### src/rtl/lsu_pkg.sv
// Shared types, funct3 encodings and the request-legality check for the LSU.
package lsu_pkg;

  typedef enum logic [1:0] {
    S_IDLE  = 2'd0,
    S_ISSUE = 2'd1,
    S_WAIT  = 2'd2,
    S_RESP  = 2'd3
  } lsu_state_t;

  typedef enum logic [1:0] {
    CAUSE_NONE       = 2'd0,
    CAUSE_MISALIGNED = 2'd1,
    CAUSE_FAULT      = 2'd2
  } lsu_cause_t;

  localparam logic [2:0] F3_B  = 3'b000;
  localparam logic [2:0] F3_H  = 3'b001;
  localparam logic [2:0] F3_W  = 3'b010;
  localparam logic [2:0] F3_BU = 3'b100;
  localparam logic [2:0] F3_HU = 3'b101;

  // Request as latched in IDLE; everything downstream works off this copy.
  typedef struct packed {
    logic        write;
    logic [2:0]  funct3;
    logic [31:0] addr;
    logic [31:0] wdata;
  } lsu_req_t;

  // Illegal funct3 for the direction, or an access that would straddle the word.
  function automatic logic is_bad_access(input logic write, input logic [2:0] funct3,
                                         input logic [1:0] offset);
    logic illegal;
    logic misal;
    if (write) illegal = funct3[2] | (funct3[1:0] == 2'b11);
    else       illegal = (funct3 == 3'b011) | (funct3 == 3'b110) | (funct3 == 3'b111);
    misal = ((funct3[1:0] == 2'b01) && (offset == 2'b11)) ||
            ((funct3[1:0] == 2'b10) && (offset != 2'b00));
    return illegal | misal;
  endfunction

endpackage

### src/rtl/load_memory_decoder.sv
// Extracts and extends a load result from a read word given funct3 and byte offset.
module load_memory_decoder
  import lsu_pkg::*;
(
  input  logic [2:0]  funct3,
  input  logic [1:0]  offset,
  input  logic [31:0] rdata,
  output logic [31:0] data,
  output logic        exc
);

  logic [31:0] shifted;

  assign shifted = rdata >> {offset, 3'b000};

  // Select size and extension; flag encodings/offsets a load cannot legally use.
  always_comb begin
    data = '0;
    exc  = 1'b0;
    case (funct3)
      F3_B:  data = {{24{shifted[7]}}, shifted[7:0]};
      F3_H:  begin
        data = {{16{shifted[15]}}, shifted[15:0]};
        exc  = (offset == 2'b11);
      end
      F3_W:  begin
        data = shifted;
        exc  = (offset != 2'b00);
      end
      F3_BU: data = {24'b0, shifted[7:0]};
      F3_HU: begin
        data = {16'b0, shifted[15:0]};
        exc  = (offset == 2'b11);
      end
      default: exc = 1'b1;
    endcase
  end

endmodule

### src/rtl/load_store_unit.sv
// Single-outstanding load/store sequencer between execute and the data-memory bus.
module load_store_unit
  import lsu_pkg::*;
#(
  parameter int unsigned TIMEOUT_CYCLES = 255
) (
  input  logic        clk,
  input  logic        rst_n,
  input  logic        req_valid,
  output logic        req_ready,
  input  logic        req_write,
  input  logic [2:0]  req_funct3,
  input  logic [31:0] req_addr,
  input  logic [31:0] req_wdata,
  output logic        mem_valid,
  input  logic        mem_ready,
  output logic [31:0] mem_addr,
  output logic        mem_we,
  output logic [3:0]  mem_wstrb,
  output logic [31:0] mem_wdata,
  input  logic        mem_rvalid,
  input  logic [31:0] mem_rdata,
  input  logic        mem_err,
  output logic        resp_valid,
  input  logic        resp_ready,
  output logic [31:0] resp_data,
  output logic [1:0]  resp_cause
);

  localparam logic [15:0] TO_LAST = 16'(TIMEOUT_CYCLES - 1);

  lsu_state_t  state, state_nxt;
  lsu_req_t    req_q;
  lsu_cause_t  cause_q;
  logic [31:0] rdata_q;
  logic [15:0] cnt;
  logic        bad;
  logic        timeout;
  logic [1:0]  off;
  logic [3:0]  strb;
  logic [31:0] wdata_rep;
  logic [31:0] ld_data;
  logic        ld_exc;

  assign bad     = is_bad_access(req_write, req_funct3, req_addr[1:0]);
  assign timeout = (cnt == TO_LAST);
  assign off     = req_q.addr[1:0];

  // State register.
  always_ff @(posedge clk or negedge rst_n) begin
    if (!rst_n) state <= S_IDLE;
    else        state <= state_nxt;
  end

  // Latch the request, the read word, the cause and the WAIT timeout counter.
  always_ff @(posedge clk or negedge rst_n) begin
    if (!rst_n) begin
      req_q   <= '0;
      cause_q <= CAUSE_NONE;
      rdata_q <= '0;
      cnt     <= '0;
    end else begin
      case (state)
        S_IDLE: if (req_valid) begin
          req_q   <= '{write: req_write, funct3: req_funct3, addr: req_addr, wdata: req_wdata};
          cause_q <= bad ? CAUSE_MISALIGNED : CAUSE_NONE;
          rdata_q <= '0;
        end
        S_ISSUE: if (mem_ready) cnt <= '0;
        S_WAIT: begin
          cnt <= cnt + 16'd1;
          // A response in the timeout cycle still counts as a response.
          if (mem_rvalid) begin
            rdata_q <= mem_rdata;
            if (mem_err) cause_q <= CAUSE_FAULT;
          end else if (timeout) begin
            cause_q <= CAUSE_FAULT;
          end
        end
        default: ;
      endcase
    end
  end

  // Next state and the handshake outputs, all decoded from state.
  always_comb begin
    state_nxt  = state;
    req_ready  = 1'b0;
    mem_valid  = 1'b0;
    resp_valid = 1'b0;
    case (state)
      S_IDLE: begin
        req_ready = 1'b1;
        if (req_valid) state_nxt = bad ? S_RESP : S_ISSUE;
      end
      S_ISSUE: begin
        mem_valid = 1'b1;
        if (mem_ready) state_nxt = S_WAIT;
      end
      S_WAIT: if (mem_rvalid || timeout) state_nxt = S_RESP;
      S_RESP: begin
        resp_valid = 1'b1;
        if (resp_ready) state_nxt = S_IDLE;
      end
      default: state_nxt = S_IDLE;
    endcase
  end

  // Store byte lanes: strobe shifted by offset, data replicated across lanes.
  always_comb begin
    strb      = '0;
    wdata_rep = '0;
    if (req_q.write) begin
      case (req_q.funct3)
        F3_B: begin
          strb      = 4'b0001 << off;
          wdata_rep = {4{req_q.wdata[7:0]}};
        end
        F3_H: begin
          strb      = 4'b0011 << off;
          wdata_rep = {2{req_q.wdata[15:0]}};
        end
        F3_W: begin
          strb      = 4'b1111;
          wdata_rep = req_q.wdata;
        end
        default: ;
      endcase
    end
  end

  load_memory_decoder u_dec (
    .funct3 (req_q.funct3),
    .offset (off),
    .rdata  (rdata_q),
    .data   (ld_data),
    .exc    (ld_exc)
  );

  assign mem_addr   = mem_valid ? {req_q.addr[31:2], 2'b00} : '0;
  assign mem_we     = mem_valid & req_q.write;
  assign mem_wstrb  = mem_valid ? strb : '0;
  assign mem_wdata  = mem_valid ? wdata_rep : '0;
  assign resp_cause = resp_valid ? cause_q : CAUSE_NONE;
  assign resp_data  = (resp_valid && !req_q.write && cause_q == CAUSE_NONE && !ld_exc) ? ld_data : '0;

endmodule

### config.mk
export PLATFORM = sky130hd
export DESIGN_NAME = load_store_unit
export DESIGN_NICKNAME = d
export VERILOG_FILES = /design/src/rtl/lsu_pkg.sv /design/src/rtl/load_memory_decoder.sv /design/src/rtl/load_store_unit.sv
export SDC_FILE = /design/constraint.sdc
export NUM_CORES = 1
export LEC_CHECK = 0
export BUFFER_PORTS_ARGS = -buffer_cell sky130_fd_sc_hd__buf_2
export CAP_MARGIN = 20
export CORE_AREA = 2 2 112 114
export CTS_CLUSTER_SIZE = 24
export DETAILED_ROUTE_END_ITERATION = 12
export DIE_AREA = 0 0 114 116
export GPL_TIMING_DRIVEN = 0
export PLACE_DENSITY = 0.84
export SYNTH_ARGS = -nofsm -noshare
export SYNTH_HDL_FRONTEND = slang
export SYNTH_SLANG_ARGS = --single-unit
### constraint.sdc
create_clock -name clk -period 4 [get_ports clk]
set_input_delay 0.8 -clock clk [delete_from_list [all_inputs] [get_ports clk]]
set_output_delay 0.8 -clock clk [all_outputs]
set_load 0.1 [all_outputs]
== Word level (Yosys, flattened, before mapping) ==
Cells that the tools add are included.
Word-level totals
  latch bits: 0
  output and inout port bits: 106
  memory bits (read-only): 0
  bits in writable memories: 0
  memories: 0
  input bits: 107
  bits in registers: 120
Operators by class
  shift operators: 3
  add/subtract/negate cells: 1
  multiply operators: 0
  $lt $le $gt $ge: 0
  mux-type cells: 32
  reductions and logical operators: 23
  div/mod/pow operators: 0
  bitwise operators: 5
  equality and inequality tests: 23
Operator list (count)
  $mux 32: 6
  $pmux 32 s5: 1
  $pmux 32 s3: 1
  $pmux 32 s2: 1
  $pmux 16 s2: 1
  $shr 32x5->32: 1
  $mux 2: 10
  $add 16x1->16 const B: 1
  $eq 16x8->1 const B: 1
  $mux 16: 1
  $eq 2x2->1 const B: 6
  $eq 3x3->1 const B: 4
  $pmux 4 s3: 1
  $ne 2x2->1 const B: 5
  $mux 4: 2
  $pmux 2 s4: 1
  $reduce_and 4->1: 2
  $reduce_bool 2->1: 4
  $eq 3x2->1 const B: 2
  $ne 3x3->1 const B: 2
  $logic_and 1x1->1: 5
  $mux 1: 5
  $eq 2x1->1 const B: 2
  $logic_not 2->1: 2
  13 further kinds: 20

== Logic depth before layout (Yosys ltp) ==
  word-level depth: 8
  depth in mapped cells: 8
  gate-level depth less buffers: 6

== Cells and area by module ==
A second synthesis with hierarchy kept.
Unflattened totals
  cells, all modules: 610
  area, all modules: 6580.1 um^2
Modules (own cells, without submodules)
  load_store_unit: area each 5723.0 um^2, cells each 494, times used 1, seq. area each 3002.9 um^2
  load_memory_decoder: area each 857.1 um^2, cells each 116, times used 1, seq. area each 0.0 um^2

== Worst setup path after synthesis ==
No wires, ideal clock.
  kind: register -> output
  start: register state[1]
  end: output mem_wdata[10]
  data arrival time: 4.124 ns
  path slack: -0.924 ns
  data required time: 3.200 ns
  cell stages (with the launch flop): 9
  path through: dfrtp_1 > inv_1 > ha_1 > buf_4 > and2_1 > nand2b_1 > clkbuf_1 > clkbuf_1 > nor2_1
Between the ends
  cells in the longest elaborated chain, start to end: 3
RTL lines
  start, declared: line load_store_unit.sv:32  | lsu_state_t state, state_nxt;
  start signal, assigned: line load_store_unit.sv:52  | else state <= state_nxt;
  $eq 2x1->1: line load_store_unit.sv:91  | case (state)
  $mux 1: line load_store_unit.sv:91
  named net mem_valid: line load_store_unit.sv:15  | output logic mem_valid,
  $mux 32: line load_store_unit.sv:143  | assign mem_wdata = mem_valid ? wdata_rep : '0;
  end, declared: line load_store_unit.sv:20  | output logic [31:0] mem_wdata,
The timed path passes the listed nets, and every way through them passes these cells.

== Worst setup path in the final report ==
  start: register req_q (netlist bit off[1])
  end: output resp_data[14]
Between the ends
  cells in the longest elaborated chain, start to end: 5
RTL lines
  start, declared: line load_store_unit.sv:33  | lsu_req_t req_q;
  start signal, assigned: line load_store_unit.sv:65  | req_q <= '{write: req_write, funct3: req_funct3, addr: req_addr, wdata: req_wdata};
  parallel branches: the longest is 4 deep, another holds $shr 32x5->32
  $mux 32 (*): line load_store_unit.sv:145  | assign resp_data = (resp_valid && !req_q.write && cause_q == CAUSE_NONE && !ld_exc) ? ld_data : '0;
  end, declared: line load_store_unit.sv:26  | output logic [31:0] resp_data,
Every way passes the cells marked *.

==> results.yml <==
drt:
  wl_per_cell_um: 19.1
  vias: 6051
  drt-total-wl_mm: 19.5
  drt-initial-drc-count: 338
  vias_per_cell: 5.93
  ant_nets: 0
  dr.pass1.iters: 6
  drc_errors: 0
synth:
  synth_area_per_cell_um2: 10.2
  synthTopCellsByCount: "dfrtp_1, mux2_2, a21oi_1"
  synth_adder_area_share_pct: 1.16
  synth_top_flop_cell: "dfrtp_1"
  yosys.area_share.xor_xnor_pct: 0.814
  postSynthCellCount: 630
  yosys.area_share.simple_pct: 16.0
  synth_top_family_by_area: "simple AND/OR/NAND/NOR gates"
  yosysTopAreaCell: "dfrtp_1"
  synth.area.top_cells: "dfrtp_1, mux2_2, a21oi_1"
  synth.most_common_cell: "dfrtp_1"
  yosysSeqAreaShare_pct: 46.5
  syn_area_um2: 6450
  synth_warnings: 0
  yosys_register_bits: 120
  synth-async-reset-ratio_pct: 100
  synth_cell_type_count: 47
  synth_compound_area_share_pct: 16.0
  synth-edff-count: 0
  muxShareOfSynthArea_pct: 16.0
  synth_top_area_share_pct: 46.5
timing:
  finalCriticalPeriod_ns: 3.84
  rsz0062_at_grt: "no"
  whs_ns: 0.355
  relSlewSlack_pct: 43.3
  fin_skew_ns: 0.00704
  final_hold_viol_count: 0
  slew_viol_final: 0
  max_freq_mhz: 261
  setup_viol: 0
  timing.final.crit_share_pct: 96.0
  worst_slew_pin_slew_ns: 0.838
power_and_ir_drop:
  clkPwrFrac_pct: 21.2
  p_leak_uw: 0.00408
  power_frac_comb_pct: 52.0
  seqPwrFrac_pct: 26.8
  p_switching_uw: 3680
  power_density_nw_per_um2: 899
  power.internal_uw: 4060
  swShare_pct: 47.6
  ir_drop_v: 0.000508
clocking:
  clk_pin_slew_ns: 0.05
  htree_levels: 4
  root_buffer: "clkbuf_16"
  cts_tree: "yes"
  clockBufferDepth: 2
  cts_buffers: 17
  clk_latency_ns: 0.41
  cts.sinks: 120
grt:
  grt.total_usage_pct: 29.7
  gr-total-overflow: 0
  first_global_vias: 6139
  grt_max_degree: 63
  grt_pass1_wl_mm: 30.7
  antenna_found_initial: 0
hold_path:
  hp-class: "in2async"
layout:
  syn2layout_area_growth_pct: 33.3
  finish.net_count: 974
  drive_gt1_share_pct: 44.7
  postLayoutCoreUtil_pct: 72.2
  fillers: 849
  diodes: 0
place:
  dp_hpwl_mm: 14.3
  portBuffers: 210
  gp_congestion: 0.959
critical_path:
  arrival_ns: 3.04
  required_ns: 3.20
  setup.worst_path.class: "reg2out"
  worst-r2r-setup-slack_ns: 1.34
  startpoint_type: "flop"
  critical_path.endpoint_type: "primary output"
  reg2reg_from: "state[0]$_DFFE_PN0P_"
  crit_start: "off[1]$_DFFE_PN0P_"
  reg2reg_depth: 7
  worstPathMaxFanout: 19
floorplan:
  dieHeight_um: 116
  core_area_um2: 11900
  die_x_um: 114
  rows: 40
  initial_core_util_pct: 54.2
  dieArea_um2: 13200
  io_pins: 213
status:
  status: "complete, no violations"
flow_run:
  drv_cap: 0
[layout make-up]
| cell class | instances | area, µm² | share of cell area (%) |
|---|---|---|---|
| flip-flops and latches | 120 | 3000 | 34.9 |
| well taps | 147 | 184 | 2.14 |
| inverters | 5 | 18.8 | 0.218 |
| plain buffers | 50 | 206 | 2.40 |
| multi-input cells | 455 | 3440 | 40.0 |
| clock inverters | 11 | 170 | 1.98 |
| clock buffers | 21 | 470 | 5.47 |
| repair buffers | 212 | 1110 | 12.9 |
[layout by cell type, fill, tap and decap left out, types with 5 or more instances in the layout]
master / synthesis / final
a22o_1: 33 / 33
buf_4: 3 / 5
buf_2: 3 / 209
clkbuf_1: 34 / 31
nor2_2: 0 / 15
dfrtp_1: 120 / 120
ha_1: 6 / 5
nand2_1: 36 / 36
a21oi_1: 63 / 41
a21oi_2: 0 / 22
a211oi_1: 14 / 14
o21ai_0: 15 / 15
a2bb2oi_1: 15 / 15
xnor2_1: 6 / 6
mux2i_1: 14 / 14
mux2_2: 79 / 79
nand2b_1: 9 / 9
nor2b_1: 21 / 21
and2_1: 48 / 39
buf_1: 11 / 11
nor2_1: 47 / 23
and2_2: 0 / 9
inv_1: 5 / 5
clkbuf_16: 0 / 17
nor2_4: 0 / 9
[flip-flops by register name, summed over array words and instances (netlist names)]
| register | flops |
|---|---|
| cause_q | 2 |
| cnt | 16 |
| off | 2 |
| rdata_q | 32 |
| req_q | 66 |
| state | 2 |
[metrics by stage]
stage | total power, µW | worst slack (ns) | std cells | setup TNS (ns) | instance area [µm²]
after floorplan | 5190 | -0.896 | 631 | -7.00 | 6660
after global placement | 5870 | 0.297 | 988 | 0 | 7890
after detailed placement | 6040 | 0.415 | 990 | 0 | 7940
after CTS | 7710 | 0.00421 | 1022 | 0 | 8590
after global routing | 8110 | 0.0266 | 1021 | 0 | 8600
final | 7740 | 0.161 | 1021 | 0 | 8600
[critical path, stage by stage (launching register included)]
cell	delay (ns)
dfrtp_1	0.34
buf_2	0.19
buf_1	0.44
buf_2	0.49
mux2i_1	0.20
nor2_1	0.13
o21ai_0	0.13
a21oi_2	0.23
buf_2	0.46
[power groups by stage]
stage	combinational (µW)	sequential, µW	clock, µW
3_5_place_dp	3970	2070	0
5_1_grt	4280	2130	1700
6_report	4030	2070	1640
4_1_cts	4010	2050	1650
2_1_floorplan	3250	1940	0
3_3_place_gp	3840	2030	0
[cell families after synthesis]
logic type / count (synthesis)
compound gates: 155
fa+ha+maj: 6
buf+inv: 56
simple gates: 193
mux: 93
other cells: 1
xor+xnor: 6
flops: 120
[what timing repair did]
action,in CTS,in global routing
setup buffers,0,0
hold buffers,0,0
endpoints found under the setup margin,7,32
cloned,0,0
pin swaps,0,0
gates resized for setup,3,9
hold endpoints to repair,0,0
[metal layers]
layer | up-vias | GRT usage [%] | routed length (µm)
met5 | - | 0 | 0
met4 | 0 | 12.6 | 634
met3 | 60 | 6.80 | 1470
met2 | 305 | 50.6 | 9840
met1 | 2965 | 36.6 | 7590
li1 | 2721 | - | -
[worst paths after layout]
check / endpoint
worst max-delay path: resp_data[14]
worst min-delay path: rdata_q[28]$_DFFE_PN0P_
worst max register to register: req_q[55]$_DFFE_PN0P_
worst min register to register: req_q[59]$_DFFE_PN0P_
max in group asynchronous: rdata_q[13]$_DFFE_PN0P_
min in group clk: req_q[59]$_DFFE_PN0P_
No activity file was read; power rests on OpenSTA's default activity.
